<file path="config.mk">
export PLATFORM = sky130hd
export DESIGN_NAME = mem_arbiter
export DESIGN_NICKNAME = d
export VERILOG_FILES = /design/src/rtl/mem_arbiter.sv
export SDC_FILE = /design/constraint.sdc
export NUM_CORES = 1
export LEC_CHECK = 0
export CAP_MARGIN = 20
export CORE_MARGIN = 5
export CORE_UTILIZATION = 43
export CTS_CLUSTER_DIAMETER = 80
export DETAILED_ROUTE_END_ITERATION = 8
export HOLD_SLACK_MARGIN = 0.08
export PLACE_DENSITY = 0.95
export SLEW_MARGIN = 15
export SYNTH_ARGS = -nofsm -noshare
export SYNTH_HDL_FRONTEND = slang
export SYNTH_SLANG_ARGS = --single-unit
</file>
<file path="constraint.sdc">
create_clock -name CLK -period 5.5 [get_ports CLK]
set_input_delay 1.375 -clock CLK [delete_from_list [all_inputs] [get_ports CLK]]
set_output_delay 1.375 -clock CLK [all_outputs]
set_load 0.01 [all_outputs]
</file>
<file path="src/rtl/mem_arbiter.sv">
// Single-port RAM arbiter between instruction fetch and the MEM stage.
// One requester is granted at a time. The request is latched into the RAM
// drive registers, and the arbiter waits for ram_ready. It then returns a
// one-cycle ihit/dhit pulse with registered load data. A per-access watchdog
// abandons accesses that never complete and raises a sticky error flag.
module mem_arbiter #(
    parameter int MAX_WAIT = 64
) (
    input  logic        CLK,
    input  logic        RST,
    input  logic        iREN,
    input  logic [31:0] iaddr,
    output logic        ihit,
    output logic [31:0] iload,
    input  logic        dREN,
    input  logic        dWEN,
    input  logic [31:0] daddr,
    input  logic [31:0] dstore,
    output logic        dhit,
    output logic [31:0] dload,
    output logic        ramREN,
    output logic        ramWEN,
    output logic [31:0] ramaddr,
    output logic [31:0] ramstore,
    input  logic [31:0] ramload,
    input  logic        ram_ready,
    output logic        err
);

    localparam logic [1:0] IDLE  = 2'd0;
    localparam logic [1:0] DSERV = 2'd1;
    localparam logic [1:0] ISERV = 2'd2;
    localparam logic [1:0] RESP  = 2'd3;

    localparam int WAIT_W = (MAX_WAIT > 2) ? $clog2(MAX_WAIT) : 1;
    localparam logic [WAIT_W-1:0] WAIT_LAST = WAIT_W'(MAX_WAIT - 1);

    logic [1:0]        state_q, state_d;
    logic              ihit_q, ihit_d;
    logic              dhit_q, dhit_d;
    logic [31:0]       iload_q, iload_d;
    logic [31:0]       dload_q, dload_d;
    logic              ramren_q, ramren_d;
    logic              ramwen_q, ramwen_d;
    logic [31:0]       ramaddr_q, ramaddr_d;
    logic [31:0]       ramstore_q, ramstore_d;
    logic              err_q, err_d;
    logic [WAIT_W-1:0] wait_q, wait_d;
    logic              last_d_q, last_d_d;

    logic d_pend;
    logic grant_d;
    logic grant_i;

    // Arbitration. If both sides are pending, the side that was not served
    // last wins, so neither requester can starve the other.
    always_comb begin
        d_pend  = dREN | dWEN;
        grant_d = d_pend & (~iREN | ~last_d_q);
        grant_i = iREN & (~d_pend | last_d_q);
    end

    // Next-state and next-output logic. Every output is taken from a register.
    always_comb begin
        state_d    = state_q;
        ihit_d     = 1'b0;
        dhit_d     = 1'b0;
        iload_d    = iload_q;
        dload_d    = dload_q;
        ramren_d   = ramren_q;
        ramwen_d   = ramwen_q;
        ramaddr_d  = ramaddr_q;
        ramstore_d = ramstore_q;
        err_d      = err_q;
        wait_d     = wait_q;
        last_d_d   = last_d_q;

        case (state_q)
            IDLE: begin
                if (grant_d) begin
                    state_d    = DSERV;
                    ramaddr_d  = daddr;
                    ramstore_d = dstore;
                    ramwen_d   = dWEN;
                    ramren_d   = dREN & ~dWEN;   // a write wins over a read
                    wait_d     = '0;
                    last_d_d   = 1'b1;
                end else if (grant_i) begin
                    state_d    = ISERV;
                    ramaddr_d  = iaddr;
                    ramwen_d   = 1'b0;
                    ramren_d   = 1'b1;
                    wait_d     = '0;
                    last_d_d   = 1'b0;
                end
            end
            DSERV, ISERV: begin
                if (ram_ready) begin
                    ramren_d = 1'b0;
                    ramwen_d = 1'b0;
                    state_d  = RESP;
                    if (state_q == DSERV) begin
                        dhit_d  = 1'b1;
                        dload_d = ramload;
                    end else begin
                        ihit_d  = 1'b1;
                        iload_d = ramload;
                    end
                end else if (wait_q == WAIT_LAST) begin
                    // The RAM never answered: abandon the access without a hit.
                    ramren_d = 1'b0;
                    ramwen_d = 1'b0;
                    err_d    = 1'b1;
                    state_d  = IDLE;
                end else begin
                    wait_d = wait_q + 1'b1;
                end
            end
            RESP: begin
                // Requests are not sampled during the hit cycle.
                state_d = IDLE;
            end
            default: begin
                state_d = IDLE;
            end
        endcase
    end

    // State registers with synchronous reset.
    always_ff @(posedge CLK) begin
        if (RST) begin
            state_q    <= IDLE;
            ihit_q     <= 1'b0;
            dhit_q     <= 1'b0;
            iload_q    <= '0;
            dload_q    <= '0;
            ramren_q   <= 1'b0;
            ramwen_q   <= 1'b0;
            ramaddr_q  <= '0;
            ramstore_q <= '0;
            err_q      <= 1'b0;
            wait_q     <= '0;
            last_d_q   <= 1'b0;
        end else begin
            state_q    <= state_d;
            ihit_q     <= ihit_d;
            dhit_q     <= dhit_d;
            iload_q    <= iload_d;
            dload_q    <= dload_d;
            ramren_q   <= ramren_d;
            ramwen_q   <= ramwen_d;
            ramaddr_q  <= ramaddr_d;
            ramstore_q <= ramstore_d;
            err_q      <= err_d;
            wait_q     <= wait_d;
            last_d_q   <= last_d_d;
        end
    end

    assign ihit     = ihit_q;
    assign dhit     = dhit_q;
    assign iload    = iload_q;
    assign dload    = dload_q;
    assign ramREN   = ramren_q;
    assign ramWEN   = ramwen_q;
    assign ramaddr  = ramaddr_q;
    assign ramstore = ramstore_q;
    assign err      = err_q;

endmodule
</file>
==> results of run 1 <==
cell type report:
cell class / instances / area, sq um
clock inverters: 9 / 133
inverters: 3 / 11.3
flip-flops and latches: 142 / 2840
fillers: 911 / 3620
well taps: 172 / 215
clock buffers: 22 / 484
multi-input cells: 496 / 2360
repair buffers: 278 / 2790
registers in the layout (all words and copies together) (netlist names):
signal / flops
dhit: 1
dload: 32
ramstore: 32
ramREN: 1
ramWEN: 1
state_q: 2
last_d_q: 1
wait_q: 6
err: 1
iload: 32
ihit: 1
ramaddr: 32
report_power, final:
part | internal [mW] | leakage [nW] | switching (mW) | total (mW)
sequential | 1.31 | 1.16 | 0.148 | 1.45
combinational | 0.864 | 1.78 | 0.980 | 1.84
clock | 0.760 | 0.299 | 0.419 | 1.18
logic make-up (layout without fill, tap and decap cells):
logic type | Yosys count | after routing | share of synthesized area (%)
DFF | 142 | 142 | 52.7
buffers and inverters | 55 | 312 | 4.03
and+or+nand+nor | 329 | 329 | 24.0
adders and majority gates | 5 | 5 | 1.16
muxes | 1 | 1 | 0.185
AOI/OAI and AO/OA | 161 | 161 | 18.0
layer usage:
| layer | vias up | share of wire, % | wire length [um] |
|---|---|---|---|
| met5 | - | 0 | 0 |
| met4 | 0 | 3.2 | 577 |
| met3 | 46 | 9.5 | 1700 |
| met2 | 255 | 51 | 9090 |
| met1 | 2668 | 36 | 6520 |
| li1 | 2807 | - | - |
Yosys cell counts, types with 2 or more instances:
| cell type | n |
|---|---|
| nand2_1 | 266 |
| dfxtp_1 | 142 |
| a21oi_1 | 107 |
| clkbuf_1 | 48 |
| nor2_1 | 42 |
| a311oi_1 | 35 |
| o21ai_0 | 8 |
| nor3_1 | 7 |
| ha_1 | 5 |
| nand3_1 | 4 |
| buf_2 | 3 |
| inv_1 | 3 |
| and2_1 | 2 |
worst min-delay path: cells and delay by family (launching register included):
| family | cells | cell delay (ns) |
|---|---|---|
| AOI/OAI and AO/OA | 1 | 0.05 |
| DFF | 1 | 0.30 |
| and+or+nand+nor | 1 | 0.05 |
through the flow:
stage                     std cells  hold slack, ns  utilization [%]  area, sq um
after floorplan                 693           0.450                -         5400
after global placement         1087           0.440             65.4         8150
after detailed placement       1089           0.446             65.7         8190
after CTS                      1120           0.454             70.7         8810
after global routing           1122           0.475             70.9         8840
final                          1122           0.452             70.9         8840
cells in the final DEF (no fill, tap or decap), drive strengths merged, types with 2 or more instances in the layout:
master         Yosys  routed
nand2            266     266
clkdlybuf4s50      0     265
dfxtp            142     142
a21oi            107     107
nor2              42      42
a311oi            35      35
clkbuf            48      22
buf                4      13
o21ai              8       8
nor3               7       7
ha                 5       5
nand3              4       4
inv                3       4
bufinv             0       3
clkinv             0       3
and2               2       2
clkinvlp           0       2
worst min-delay path by stage:
stage	from	end	slack, ns	depth (start not counted)
detailed placement	dload[20]	dload[20]	0.45	2
finish	dload[29]	dload[29]	0.45	2
global placement	ramstore[10]	ramstore[10]	0.44	2
CTS	dload[20]	dload[20]	0.45	2
global route	ramstore[17]	ramstore[17]	0.48	2
floorplan	state_q[1]	state_q[1]	0.45	2
==> flow_summary.yaml, run 1 <==
floorplan:
  rows: 41
  die_h_um: 122
  io_pins: 267
  die_x_um: 122
  fp.coreArea_sq_um: 12500
  die-area_sq_um: 14900
  start_util_pct: 43.3
cts:
  clk_latency_ns: 0.41
  root_buffer: "clkbuf_16"
  path_clk_slew_ns: 0.06
  postCtsSetupBuffers: 0
  cts_made_buffers: 17
  cts.sinks: 142
  cts_tree: "built"
  cts.htree.levels: 4
  cts_hold_buf: 0
  ctsResizeCount: 0
  cts_buffer_depth: 2
placement:
  port_buffers: 266
  finalWeightedCongestion: 0.802
  dpl.hpwl_um: 12600
  place_ws_ns: 1.72
synth:
  yosysTopAreaCell: "dfxtp_1"
  synthesis.nets: 832
  async_flop_share_pct: 0
  netlist_area_sq_um: 5400
  seq_area_frac_synth_pct: 52.7
  yosysUniqueCellTypes: 34
  ys_seq_elements: 142
  avgSynthCellArea_sq_um: 7.79
  ys_top_cells_by_area: "dfxtp_1 53%, nand2_1 18%, a21oi_1 9.9%"
  synth_top_area_share_pct: 52.7
  yosys_warnings: 0
  synth_ff_type: "dfxtp_1"
  synthCells: 693
  synth-edff-count: 0
route:
  wire_per_inst_um: 15.9
  drt_iter0_drc: 385
  viasPerCell: 5.15
  finalWirelength_um: 17900
  drc: 0
  ant_nets: 0
  first_pass_iters: 6
  via_count: 5776
run_status:
  outcome: "finished, final reports clean"
finish:
  num_antenna_cells: 0
  drive_gt1_share_pct: 5.47
  final_nets: 1077
  area_growth_pct: 63.8
sta:
  rsz0062_at_grt: "no"
  slew_headroom_pct: 33.8
  skew_ns: 0.00785
  finalWorstSetupSlack_ns: 2.48
  max_freq_mhz: 331
  worstMarginPinSlew_ns: 0.993
  slew_viol_final: 0
  fin_crit_ns: 3.02
  fin_crit_sh_pct: 54.9
  tns_ns: 0
  finalHoldViolations: 0
  setup_viol: 0
global_route:
  grt_pass1_wl_um: 27600
  grt_use_total_pct: 23.4
  met3_usage_pct: 8.82
  use_met2_pct: 42.5
  use_met1_pct: 23.3
  gr-max-usage-layer: "met2"
  grt_overflow_total: 0
  grt_max_degree: 96
  grt_pass1_vias: 5808
  antenna_found_initial: 0
worst_setup_path:
  critPathKind: "input pin to flop"
  slowest_stage: "clkdlybuf4s50_1"
  crit_chain: "clkdlybuf4s50_1 -> nor3_1 -> nor2_4 -> buf_16 -> buf_4 -> nor2_1 -> a311oi_1"
  path_depth: 7
  rr_startpoint: "state_q[0]"
  crit_start: "dWEN"
  crit-reg2reg-capture: "iload[23]"
  critical-path-top-delay-family: "buffers and inverters"
  path_max_fanout: 37
  critPathBufInv: 3
  cp.arrival_ns: 3.34
  r2r_setup_slack_ns: 3.32
  slowest_delay_ns: 0.64
  worstPathRequired_ns: 5.82
  endpoint_kind: "flop"
  crit_path_end: "ramaddr[11]"
  crit_path_start_kind: "input pin"
  reg2reg_depth: 6
power_and_ir_drop:
  cellLeakagePower_nw: 3.25
  finalPower_mw: 4.48
  ir_drop_mv: 0.275
  p_per_area_nw_per_um2: 506
min_path:
  hold_class: "flop to flop"
run:
  maxCapViolCount: 0
Note: power is estimated with default switching activity, not from simulation.
==> run 2, diff against run 1 <==
--- a/config.mk
+++ b/config.mk
@@ -7,11 +7,11 @@
 export LEC_CHECK = 0
 export CAP_MARGIN = 20
 export CORE_MARGIN = 5
-export CORE_UTILIZATION = 43
+export CORE_UTILIZATION = 36
 export CTS_CLUSTER_DIAMETER = 80
 export DETAILED_ROUTE_END_ITERATION = 8
 export HOLD_SLACK_MARGIN = 0.08
-export PLACE_DENSITY = 0.95
+export PLACE_DENSITY = 0.87
 export SLEW_MARGIN = 15
 export SYNTH_ARGS = -nofsm -noshare
 export SYNTH_HDL_FRONTEND = slang
==> constraint.sdc (replaced) <==
create_clock -name CLK -period 2.7 [get_ports CLK]
set_input_delay 0.675 -clock CLK [delete_from_list [all_inputs] [get_ports CLK]]
set_output_delay 0.675 -clock CLK [all_outputs]
set_load 0.01 [all_outputs]
==> flow_summary.yaml, run 2 (synthesis gave the netlist of run 1 again) <==
global_route:
  grt_pass1_wl_um: 27000
  grt_use_total_pct: 19.0
  antenna_found_initial: 0
  grt_max_degree: 69
  grt_pass1_vias: 5385
  grt_overflow_total: 0
power_and_ir_drop:
  finalPower_mw: 8.99
  cellLeakagePower_nw: 3.26
  ir_drop_mv: 0.601
  p_per_area_nw_per_um2: 1010
cts:
  cts.sinks: 142
  path_clk_slew_ns: 0.06
  cts_hold_buf: 0
  clk_latency_ns: 0.41
  root_buffer: "clkbuf_16"
  cts_tree: "built"
  cts.htree.levels: 4
  cts_buffer_depth: 2
  ctsResizeCount: 0
  cts_made_buffers: 17
  postCtsSetupBuffers: 0
sta:
  slew_viol_final: 0
  fin_crit_ns: 2.16
  max_freq_mhz: 463
  hold_slack_ns: 0.452
  setup_viol: 0
  tns_ns: 0
  slew_headroom_pct: 54.5
  rsz0062_at_grt: "no"
  fin_crit_sh_pct: 79.9
  finalHoldViolations: 0
  worstMarginPinSlew_ns: 0.683
  skew_ns: 0.00623
route:
  drc: 0
  drt_iter0_drc: 294
  ant_nets: 0
  finalWirelength_um: 17200
  wire_per_inst_um: 15.1
  viasPerCell: 4.96
  via_count: 5649
  first_pass_iters: 5
floorplan:
  rows: 44
  start_util_pct: 36.9
  io_pins: 267
  die-area_sq_um: 17500
  die_h_um: 132
  fp.coreArea_sq_um: 14600
  die_x_um: 132
worst_setup_path:
  cp.arrival_ns: 2.50
  worstPathRequired_ns: 3.04
  critPathKind: "input pin to flop"
  path_max_fanout: 6
  endpoint_kind: "flop"
  crit_path_start_kind: "input pin"
finish:
  final_nets: 1083
  seqCellArea_sq_um: 2840
  fillCellCount: 1252
  area_growth_pct: 64.8
  num_antenna_cells: 0
  drive_gt1_share_pct: 6.17
  fin_util_pct: 60.7
  multi_input_area_sq_um: 2360
  final_cell_mix: "266 x nand2_1, 265 x clkdlybuf4s50_1, 142 x dfxtp_1, 107 x a21oi_1, 39 x nor2_1"
  final_common_cell: "nand2_1"
min_path:
  hold_class: "flop to flop"
placement:
  finalWeightedCongestion: 0.853
  port_buffers: 266
  dpl.hpwl_um: 12600
run:
  maxCapViolCount: 0
run_status:
  outcome: "finished, final reports clean"
## run 2: worst paths after layout
path | start | endpoint | slack (ns) | cells past startpoint
max | iREN | wait_q[1] | 0.54 | 5
min | ramstore[12] | ramstore[12] | 0.45 | 2
max reg2reg | state_q[0] | ramWEN | 0.59 | 6
min reg2reg | ramstore[12] | ramstore[12] | 0.45 | 2
## run 2: metrics by stage
stage                     area, sq um  setup slack (ns)  instances
after CTS                        8890             0.564       1140
final                            8890             0.541       1140
after global placement           8300             0.170       1109
after global routing             8890             0.420       1140
after detailed placement         8300             0.127       1109
after floorplan                  5400             0.659        693
## run 2: worst max-delay path, stage by stage
cell             delay, ns
clkdlybuf4s50_1       0.54
or4b_4                0.56
o211a_2               0.18
or3b_1                0.39
a21oi_1               0.15
## run 2: power by group
group | total [mW] | switching, mW | leakage, nW | internal, mW
Clock | 2.31 | 0.900 | 0.282 | 1.41
Combinational | 3.74 | 1.97 | 1.82 | 1.77
Sequential | 2.94 | 0.283 | 1.16 | 2.66
## run 2: layout make-up
cell class,instances,share of cell area (%)
timing repair buffer,284,32.1
sequential,142,32.0
multi-input combinational,496,26.6
clock buffer,19,5.09
tap,184,2.59
clock inverter,12,1.53
inverter,3,0.127
## run 2: layer usage
layer / part of all wire (%) / GRT usage [%] / vias up
li1: - / - / 2814
met1: 38 / 20.5 / 2532
met2: 48 / 32.3 / 274
met3: 11 / 9.11 / 29
met4: 2.2 / 7.51 / 0
met5: 0 / 0 / -
